===== config.mk =====
export PLATFORM = sky130hd
export DESIGN_NAME = mouse_event_unit
export DESIGN_NICKNAME = d
export VERILOG_FILES = /design/src/rtl/mouse_event_unit.sv
export SDC_FILE = /design/constraint.sdc
export NUM_CORES = 1
export LEC_CHECK = 0
export CORE_MARGIN = 4
export CORE_UTILIZATION = 40
export CTS_CLUSTER_SIZE = 24
export DETAILED_ROUTE_END_ITERATION = 6
export GPL_TIMING_DRIVEN = 0
export PLACE_DENSITY_LB_ADDON = 0.2
export SLEW_MARGIN = 15
export SYNTH_ARGS = -nofsm -noshare
export SYNTH_HDL_FRONTEND = slang
export SYNTH_SLANG_ARGS = --single-unit

===== constraint.sdc =====
create_clock -name clk -period 3.4 [get_ports clk]
set_input_delay 0.51 -clock clk [delete_from_list [all_inputs] [get_ports clk]]
set_output_delay 0.51 -clock clk [all_outputs]
set_load 0.05 [all_outputs]

===== src/rtl/mouse_event_unit.sv =====
// mouse_event_unit
// ----------------
// Conditions raw mouse inputs for downstream logic:
//   * clamps the raw position to the legal screen area and registers it,
//   * debounces the left and right buttons with one small FSM per button,
//   * turns debounced press edges into click events and holds them in a
//     one-entry valid/ready register with a sticky lost-event flag.
//
// Parameters
//   COORD_W       coordinate width in bits
//   X_MAX, Y_MAX  largest legal x / y coordinate
//   DEBOUNCE_CYC  consecutive samples a button change must persist (>= 1)
//
// Ports
//   clk                  rising-edge clock for all logic
//   rst                  synchronous active-high reset
//   xpos_in, ypos_in     raw position
//   left_in, right_in    raw button levels
//   xpos_out, ypos_out   registered, clamped position
//   left_out, right_out  debounced button levels
//   evt_valid            click event pending
//   evt_ready            consumer accepts the pending event
//   evt_type             bit0 = left press, bit1 = right press
//   evt_xpos, evt_ypos   clamped position captured at the press
//   evt_overflow         sticky flag: a press was dropped while an event was stalled
module mouse_event_unit #(
  parameter int COORD_W      = 12,
  parameter int X_MAX        = 799,
  parameter int Y_MAX        = 599,
  parameter int DEBOUNCE_CYC = 4
) (
  input  logic               clk,
  input  logic               rst,
  input  logic [COORD_W-1:0] xpos_in,
  input  logic [COORD_W-1:0] ypos_in,
  input  logic               left_in,
  input  logic               right_in,
  output logic [COORD_W-1:0] xpos_out,
  output logic [COORD_W-1:0] ypos_out,
  output logic               left_out,
  output logic               right_out,
  output logic               evt_valid,
  input  logic               evt_ready,
  output logic [1:0]         evt_type,
  output logic [COORD_W-1:0] evt_xpos,
  output logic [COORD_W-1:0] evt_ypos,
  output logic               evt_overflow
);

  if (DEBOUNCE_CYC < 1) begin : g_param_check
    $error("mouse_event_unit: DEBOUNCE_CYC must be at least 1");
  end

  localparam int CNT_W = (DEBOUNCE_CYC < 1) ? 1 : $clog2(DEBOUNCE_CYC + 1);
  localparam logic [CNT_W-1:0]   CNT_LAST = CNT_W'(DEBOUNCE_CYC - 1);
  localparam logic [COORD_W-1:0] X_LIM    = COORD_W'(X_MAX);
  localparam logic [COORD_W-1:0] Y_LIM    = COORD_W'(Y_MAX);

  typedef enum logic [1:0] {
    ST_UP     = 2'd0,
    ST_CHK_DN = 2'd1,
    ST_DOWN   = 2'd2,
    ST_CHK_UP = 2'd3
  } btn_state_e;

  // Index 0 is the left button, index 1 the right button.
  btn_state_e       state_r     [2];
  btn_state_e       state_nxt_s [2];
  logic [CNT_W-1:0] cnt_r       [2];
  logic [CNT_W-1:0] cnt_nxt_s   [2];
  logic [1:0]       raw_s;
  logic [1:0]       level_r;
  logic [1:0]       level_nxt_s;
  logic [1:0]       press_s;

  logic [COORD_W-1:0] cx_s;
  logic [COORD_W-1:0] cy_s;
  logic [COORD_W-1:0] xpos_r;
  logic [COORD_W-1:0] ypos_r;

  logic               evt_valid_r;
  logic               evt_valid_nxt_s;
  logic [1:0]         evt_type_r;
  logic [1:0]         evt_type_nxt_s;
  logic [COORD_W-1:0] evt_xpos_r;
  logic [COORD_W-1:0] evt_xpos_nxt_s;
  logic [COORD_W-1:0] evt_ypos_r;
  logic [COORD_W-1:0] evt_ypos_nxt_s;
  logic               evt_ovf_r;
  logic               evt_ovf_nxt_s;

  assign raw_s = {right_in, left_in};

  // Clamp raw position to the legal screen area (unsigned compare).
  always_comb begin
    cx_s = xpos_in;
    cy_s = ypos_in;
    if (xpos_in > X_LIM) begin
      cx_s = X_LIM;
    end else begin
      cx_s = xpos_in;
    end
    if (ypos_in > Y_LIM) begin
      cy_s = Y_LIM;
    end else begin
      cy_s = ypos_in;
    end
  end

  // Debounce next-state logic, one FSM per button; the count tracks how many
  // consecutive samples of the opposite level have been seen so far.
  always_comb begin
    for (int b = 0; b < 2; b++) begin
      state_nxt_s[b] = state_r[b];
      cnt_nxt_s[b]   = cnt_r[b];
      case (state_r[b])
        ST_UP: begin
          if (raw_s[b]) begin
            if (DEBOUNCE_CYC == 1) begin
              state_nxt_s[b] = ST_DOWN;
              cnt_nxt_s[b]   = {CNT_W{1'b0}};
            end else begin
              state_nxt_s[b] = ST_CHK_DN;
              cnt_nxt_s[b]   = CNT_W'(1);
            end
          end else begin
            state_nxt_s[b] = ST_UP;
            cnt_nxt_s[b]   = {CNT_W{1'b0}};
          end
        end
        ST_CHK_DN: begin
          if (!raw_s[b]) begin
            state_nxt_s[b] = ST_UP;
            cnt_nxt_s[b]   = {CNT_W{1'b0}};
          end else if (cnt_r[b] == CNT_LAST) begin
            state_nxt_s[b] = ST_DOWN;
            cnt_nxt_s[b]   = {CNT_W{1'b0}};
          end else begin
            state_nxt_s[b] = ST_CHK_DN;
            cnt_nxt_s[b]   = cnt_r[b] + CNT_W'(1);
          end
        end
        ST_DOWN: begin
          if (!raw_s[b]) begin
            if (DEBOUNCE_CYC == 1) begin
              state_nxt_s[b] = ST_UP;
              cnt_nxt_s[b]   = {CNT_W{1'b0}};
            end else begin
              state_nxt_s[b] = ST_CHK_UP;
              cnt_nxt_s[b]   = CNT_W'(1);
            end
          end else begin
            state_nxt_s[b] = ST_DOWN;
            cnt_nxt_s[b]   = {CNT_W{1'b0}};
          end
        end
        ST_CHK_UP: begin
          if (raw_s[b]) begin
            state_nxt_s[b] = ST_DOWN;
            cnt_nxt_s[b]   = {CNT_W{1'b0}};
          end else if (cnt_r[b] == CNT_LAST) begin
            state_nxt_s[b] = ST_UP;
            cnt_nxt_s[b]   = {CNT_W{1'b0}};
          end else begin
            state_nxt_s[b] = ST_CHK_UP;
            cnt_nxt_s[b]   = cnt_r[b] + CNT_W'(1);
          end
        end
        default: begin
          state_nxt_s[b] = ST_UP;
          cnt_nxt_s[b]   = {CNT_W{1'b0}};
        end
      endcase
      level_nxt_s[b] = (state_nxt_s[b] == ST_DOWN) || (state_nxt_s[b] == ST_CHK_UP);
    end
  end

  // A press is a debounced 0->1 transition happening on this edge.
  assign press_s = level_nxt_s & ~level_r;

  // Event register next-state: load on press unless stalled, clear on transfer.
  always_comb begin
    evt_valid_nxt_s = evt_valid_r;
    evt_type_nxt_s  = evt_type_r;
    evt_xpos_nxt_s  = evt_xpos_r;
    evt_ypos_nxt_s  = evt_ypos_r;
    evt_ovf_nxt_s   = evt_ovf_r;
    if (press_s != 2'b00) begin
      if (evt_valid_r && !evt_ready) begin
        // Stalled entry keeps its data; the new press is lost.
        evt_ovf_nxt_s = 1'b1;
      end else begin
        evt_valid_nxt_s = 1'b1;
        evt_type_nxt_s  = press_s;
        evt_xpos_nxt_s  = cx_s;
        evt_ypos_nxt_s  = cy_s;
      end
    end else if (evt_valid_r && evt_ready) begin
      evt_valid_nxt_s = 1'b0;
    end else begin
      evt_valid_nxt_s = evt_valid_r;
    end
  end

  // State and output registers; reset overrides every other update.
  always_ff @(posedge clk) begin
    if (rst) begin
      for (int b = 0; b < 2; b++) begin
        state_r[b] <= ST_UP;
        cnt_r[b]   <= {CNT_W{1'b0}};
      end
      level_r     <= 2'b00;
      xpos_r      <= {COORD_W{1'b0}};
      ypos_r      <= {COORD_W{1'b0}};
      evt_valid_r <= 1'b0;
      evt_type_r  <= 2'b00;
      evt_xpos_r  <= {COORD_W{1'b0}};
      evt_ypos_r  <= {COORD_W{1'b0}};
      evt_ovf_r   <= 1'b0;
    end else begin
      for (int b = 0; b < 2; b++) begin
        state_r[b] <= state_nxt_s[b];
        cnt_r[b]   <= cnt_nxt_s[b];
      end
      level_r     <= level_nxt_s;
      xpos_r      <= cx_s;
      ypos_r      <= cy_s;
      evt_valid_r <= evt_valid_nxt_s;
      evt_type_r  <= evt_type_nxt_s;
      evt_xpos_r  <= evt_xpos_nxt_s;
      evt_ypos_r  <= evt_ypos_nxt_s;
      evt_ovf_r   <= evt_ovf_nxt_s;
    end
  end

  assign xpos_out     = xpos_r;
  assign ypos_out     = ypos_r;
  assign left_out     = level_r[0];
  assign right_out    = level_r[1];
  assign evt_valid    = evt_valid_r;
  assign evt_type     = evt_type_r;
  assign evt_xpos     = evt_xpos_r;
  assign evt_ypos     = evt_ypos_r;
  assign evt_overflow = evt_ovf_r;

endmodule


# After elaboration in Yosys (flattened, before gate mapping)
# Memory sizes are Yosys's and may differ from the RTL's.
# Index checks and enable logic that the tools add are counted.
# word_totals
register_bits	54
ramBits	10
input_bits	29
output_inout_bits	54
mem_count	2
# memory_table
name	depth	word_bits	rd	rd_ports_with_merged_regs	wr	line_no	rtl
cnt_r	2	3	2	0	2	69	logic [CNT_W-1:0] cnt_r [2];
state_r	2	2	2	0	2	67	btn_state_e state_r [2];
# op_classes
addsub	2
n_lt_le_gt_ge	2
eq_ne	13
mux	38
n_bitwise	7
reduce_logical	12
# op_table
operator	n
greater-than comparator 12 x 10 -> 1 bit, second input constant	2
2-to-1 mux 12 bit	2
2-to-1 mux 3 bit	8
one-hot mux 3 bit (4 select lines)	2
2-to-1 mux 2 bit	10
== test 2 bit, second input constant	8
one-hot mux 2 bit (4 select lines)	2
2-to-1 mux 1 bit	14
adder 3 x 1 -> 3 bit, second input constant	2
== test 3 x 2 -> 1 bit, second input constant	2
AND reduction 2 bit	3
== test 2 x 1 -> 1 bit, second input constant	2
logical NOT 2 bit	2
OR 1 bit	4
nonzero test 2 bit	2
AND 2 bit	1
logical AND 1 bit	2
logical OR 1 bit	2
!= test 2 bit, second input constant	1
NOT 2 bit	1
logical NOT 1 bit	1
NOT 1 bit	1

# Depth between registers and ports, before layout
# An unclocked memory read counts as a cell.
# logic_depth
depth_word	11
ltp_mapped	7
mapped_depth_nobuf	5

# Least setup slack after synthesis
# OpenSTA, ideal clock, no wires.
# synth_timing
path_type	input to register
start	input xpos_in[7]
end	register evt_xpos_r[0] (netlist: evt_xpos[0])
setup_time_ns	0.119
t_arrival_ns	1.654
required_ns	3.281
path_slack_ns	1.627
stages	5
cell_sequence	o311ai_2 -> nand2_2 -> or3_1 -> buf_6 -> o221a_1
# synth_between
elab_chain_cells	2
# synth_rtl
item	line_no	rtl
from (decl)	34	input logic [COORD_W-1:0] xpos_in,
greater-than comparator 12 x 10 -> 1 bit	98	if (xpos_in > X_LIM) begin
2-to-1 mux 12 bit	98	
to (signal assigned)	217	evt_xpos_r <= {COORD_W{1'b0}};
to (signal assigned)	230	evt_xpos_r <= evt_xpos_nxt_s;
to (decl)	85	logic [COORD_W-1:0] evt_xpos_r;
# Every way passes these cells.
# A chain may end at the register's enable or synchronous reset.

# Worst setup path in the final report
# layout_timing
start	input ypos_in[3]
end	register evt_ypos_r[6] (netlist: evt_ypos[6])
# layout_between
elab_chain_cells	2
# layout_rtl
item	line_no	rtl
from (decl)	35	input logic [COORD_W-1:0] ypos_in,
greater-than comparator 12 x 10 -> 1 bit	103	if (ypos_in > Y_LIM) begin
2-to-1 mux 12 bit	103	
to (signal assigned)	218	evt_ypos_r <= {COORD_W{1'b0}};
to (signal assigned)	231	evt_ypos_r <= evt_ypos_nxt_s;
to (decl)	87	logic [COORD_W-1:0] evt_ypos_r;
# Every way passes these cells.

==> results.json <==
{
  "grt_util_met1_pct": 21.3,
  "ys_types": 37,
  "cp-start-kind": "primary input",
  "grt_pass1_vias": 1767,
  "dpl.hpwl_mm": 3.94,
  "grt_pass1_wl_mm": 8.63,
  "grt_antenna_before_repair": 0,
  "setup_viol": 0,
  "synth_area_leaders": "dfxtp_1 59%, nor2_1 5.9%, o221a_1 5.3%",
  "clockPowerShare_pct": 35.3,
  "drc": 0,
  "die_area_mm2": 0.00650,
  "die_y_um": 80.6,
  "skew_ns": 0.00843,
  "synthCells": 202,
  "rsz0062_at_grt": "false",
  "clockBufferDepth": 2,
  "globalRoute.totalOverflow": 0,
  "crit_arrival_ns": 2.36,
  "fillers": 470,
  "power.density_mw_per_mm2": 446,
  "grt_max_degree": 11,
  "cap_violations": 0,
  "final_antenna_net_count": 0,
  "status": "finished clean",
  "root_buffer": "clkbuf_8",
  "die_w_um": 80.6,
  "yosysTopAreaCell": "dfxtp_1",
  "drtIter0Drc": 93,
  "p_switching_mw": 0.352,
  "max_stage_delay_ns": 0.52,
  "avgViaCountPerCell": 4.81,
  "hold_viol": 0,
  "min_to": "cnt_r[0][0]",
  "row_count": 26,
  "r2r_setup_slack_ns": 1.56,
  "yosys.area.top_type_share_pct": 58.8,
  "post-cts-setup-buffer-count": 0,
  "layout.nets": 328,
  "avgSynthCellArea_um2": 10.4,
  "routed_wl_mm": 5.31,
  "setup_slack_ns": 1.30,
  "critPathMaxFanout": 7,
  "cts_num_sinks": 62,
  "yosys_warnings": 0,
  "drv_slew": 0,
  "gr-usage-met3_pct": 6.17,
  "area_delta_synth_final_pct": 49.9,
  "hold_buffers": 0,
  "cts_tree": "built",
  "synth.cell_area_mm2": 0.00211,
  "busiest_layer": "met2",
  "post-route-util_pct": 61.9,
  "finalCritPeriodShare_pct": 61.8,
  "rr_worst_depth": 7,
  "port_buffers": 81,
  "clk-insertion-delay-late_ns": 0.32,
  "required_ns": 3.66,
  "relSlewSlack_pct": 58.0,
  "vias": 1774,
  "worstReg2RegStart": "cnt_r[0][0]",
  "final_cell_mix": "81 x clkdlybuf4s50_1, 62 x dfxtp_1, 33 x nor2_1",
  "wl_per_cell_um": 14.4,
  "synth-seq-cells": 62,
  "preCtsSetupSlack_ns": 1.00,
  "min_period_ns": 2.10,
  "cts_resized": 0,
  "routabilityCongestion": 0.721,
  "htree_levels": 3,
  "worst_slew_pin_slew_ns": 0.628,
  "worst_path_max_delay_cell": "o211ai_1",
  "path_cells": "clkdlybuf4s50_1 > a21oi_1 > o211ai_1 > or3_1 > clkbuf_1 > o221a_1",
  "setup.worst_path.end_class": "flip-flop",
  "initial_core_util_pct": 41.3,
  "fmax_ghz": 0.476,
  "grtUsageMet2_pct": 27.9,
  "hold_path_class": "flip-flop to flip-flop",
  "drive_gt1_share_pct": 8.03,
  "min_from": "cnt_r[0][0]",
  "dr.pass1.iters": 4,
  "p_leak_nw": 1.20,
  "cts.clk_slew.worst_paths_ns": 0.07,
  "p_int_mw": 1.06,
  "r2r_end": "evt_ypos[6]",
  "ir_drop_mv": 0.282,
  "hold_path_depth": 1,
  "ios": 83,
  "final.setup.tns_ns": 0,
  "p_comb_share_pct": 11.5,
  "seqPwrFrac_pct": 53.2,
  "cts_buffers": 9,
  "diodes": 0,
  "switching_share_pct": 25.0,
  "final_common_cell": "clkdlybuf4s50_1",
  "crit_type": "primary input to flip-flop",
  "seq_area_frac_synth_pct": 58.8,
  "grt_use_total_pct": 17.8,
  "core-area_mm2": 0.00511
}
[through the flow]
stage	std cells	hold slack (ns)	area (um2)	total power, mW
2_1_floorplan	205	0.425	2120	0.850
3_3_place_gp	356	0.440	3020	0.926
3_5_place_dp	356	0.451	3020	0.928
4_1_cts	369	0.460	3160	1.43
5_1_grt	369	0.487	3160	1.47
6_report	369	0.454	3160	1.41
[how the worst max path moves through the flow]
stage                        to  depth (start not counted)        from  slack [ns]
floorplan           evt_xpos[0]                          5  xpos_in[7]        1.63
global placement    evt_ypos[6]                          6  ypos_in[7]        1.00
detailed placement  evt_xpos[3]                          6  xpos_in[7]        1.00
CTS                 evt_xpos[3]                          6  xpos_in[7]        1.34
finish              evt_ypos[6]                          6  ypos_in[3]        1.30
global route        evt_ypos[4]                          6  ypos_in[7]        1.20
[critical path, delay by kind of cell]
family | cells | cell delay (ns)
AO/OA/AOI/OAI | 3 | 0.86
buffers and inverters | 2 | 0.79
AND/OR/NAND/NOR | 1 | 0.19
[sequential cells by signal, summed over array words and instances (netlist names)]
name	count
level_r	2
evt_ypos	12
xpos_out	12
evt_overflow	1
state_r	2
evt_valid	1
evt_type	2
evt_xpos	12
ypos_out	12
cnt_r	6
[routing by layer]
| metal | vias up | routed length (um) | share of wire [%] |
|---|---|---|---|
| li1 | 887 | - | - |
| met1 | 819 | 2330 | 44 |
| met2 | 55 | 2460 | 46 |
| met3 | 13 | 386 | 7.3 |
| met4 | 0 | 138 | 2.6 |
| met5 | - | 0 | 0 |
[kinds of logic after synthesis]
logic type / after synthesis / synth area share [%]
simple gates: 76 / 17.7
buf+inv: 19 / 4.45
fa+ha+maj: 2 / 1.19
mux: 1 / 0.474
xor+xnor: 2 / 0.830
compound gates: 39 / 16.4
flops: 62 / 58.8
other cells: 1 / 0.178
[synthesized netlist by cell type, drive strengths merged]
master and number:
dfxtp 62, nor2 33, nand2 12, a21oi 11, o221a 10, nor3 8
inv 7, clkbuf 6, buf 5, nor3b 5, o32ai 5, o21ai 4
a211oi 3, and2 3, and2b 3, or3 3, a21boi 2, and3b 2
ha 2, nand2b 2, nand3 2, xnor2 2, a22o 1, a22oi 1
and3 1, and4b 1, conb 1, dlygate4sd1 1, mux2i 1, nand4 1
o211ai 1, o311ai 1
[power by group through the flow]
| stage | clock, mW | combinational (mW) | sequential (mW) |
|---|---|---|---|
| 2_1_floorplan | 0 | 0.0324 | 0.818 |
| 3_3_place_gp | 0 | 0.161 | 0.765 |
| 3_5_place_dp | 0 | 0.162 | 0.766 |
| 4_1_cts | 0.513 | 0.163 | 0.750 |
| 5_1_grt | 0.548 | 0.171 | 0.751 |
| 6_report | 0.498 | 0.162 | 0.749 |
[cell type report]
class	count	area [um2]	area share, %
clock inverters	3	15.0	0.475
clock buffers	10	128	4.03
plain buffers	12	67.6	2.14
flip-flops and latches	62	1240	39.2
repair buffers	81	811	25.6
multi-input cells	124	787	24.9
well taps	70	87.6	2.77
inverters	7	26.3	0.831
Power figures use the tool's default switching activity.
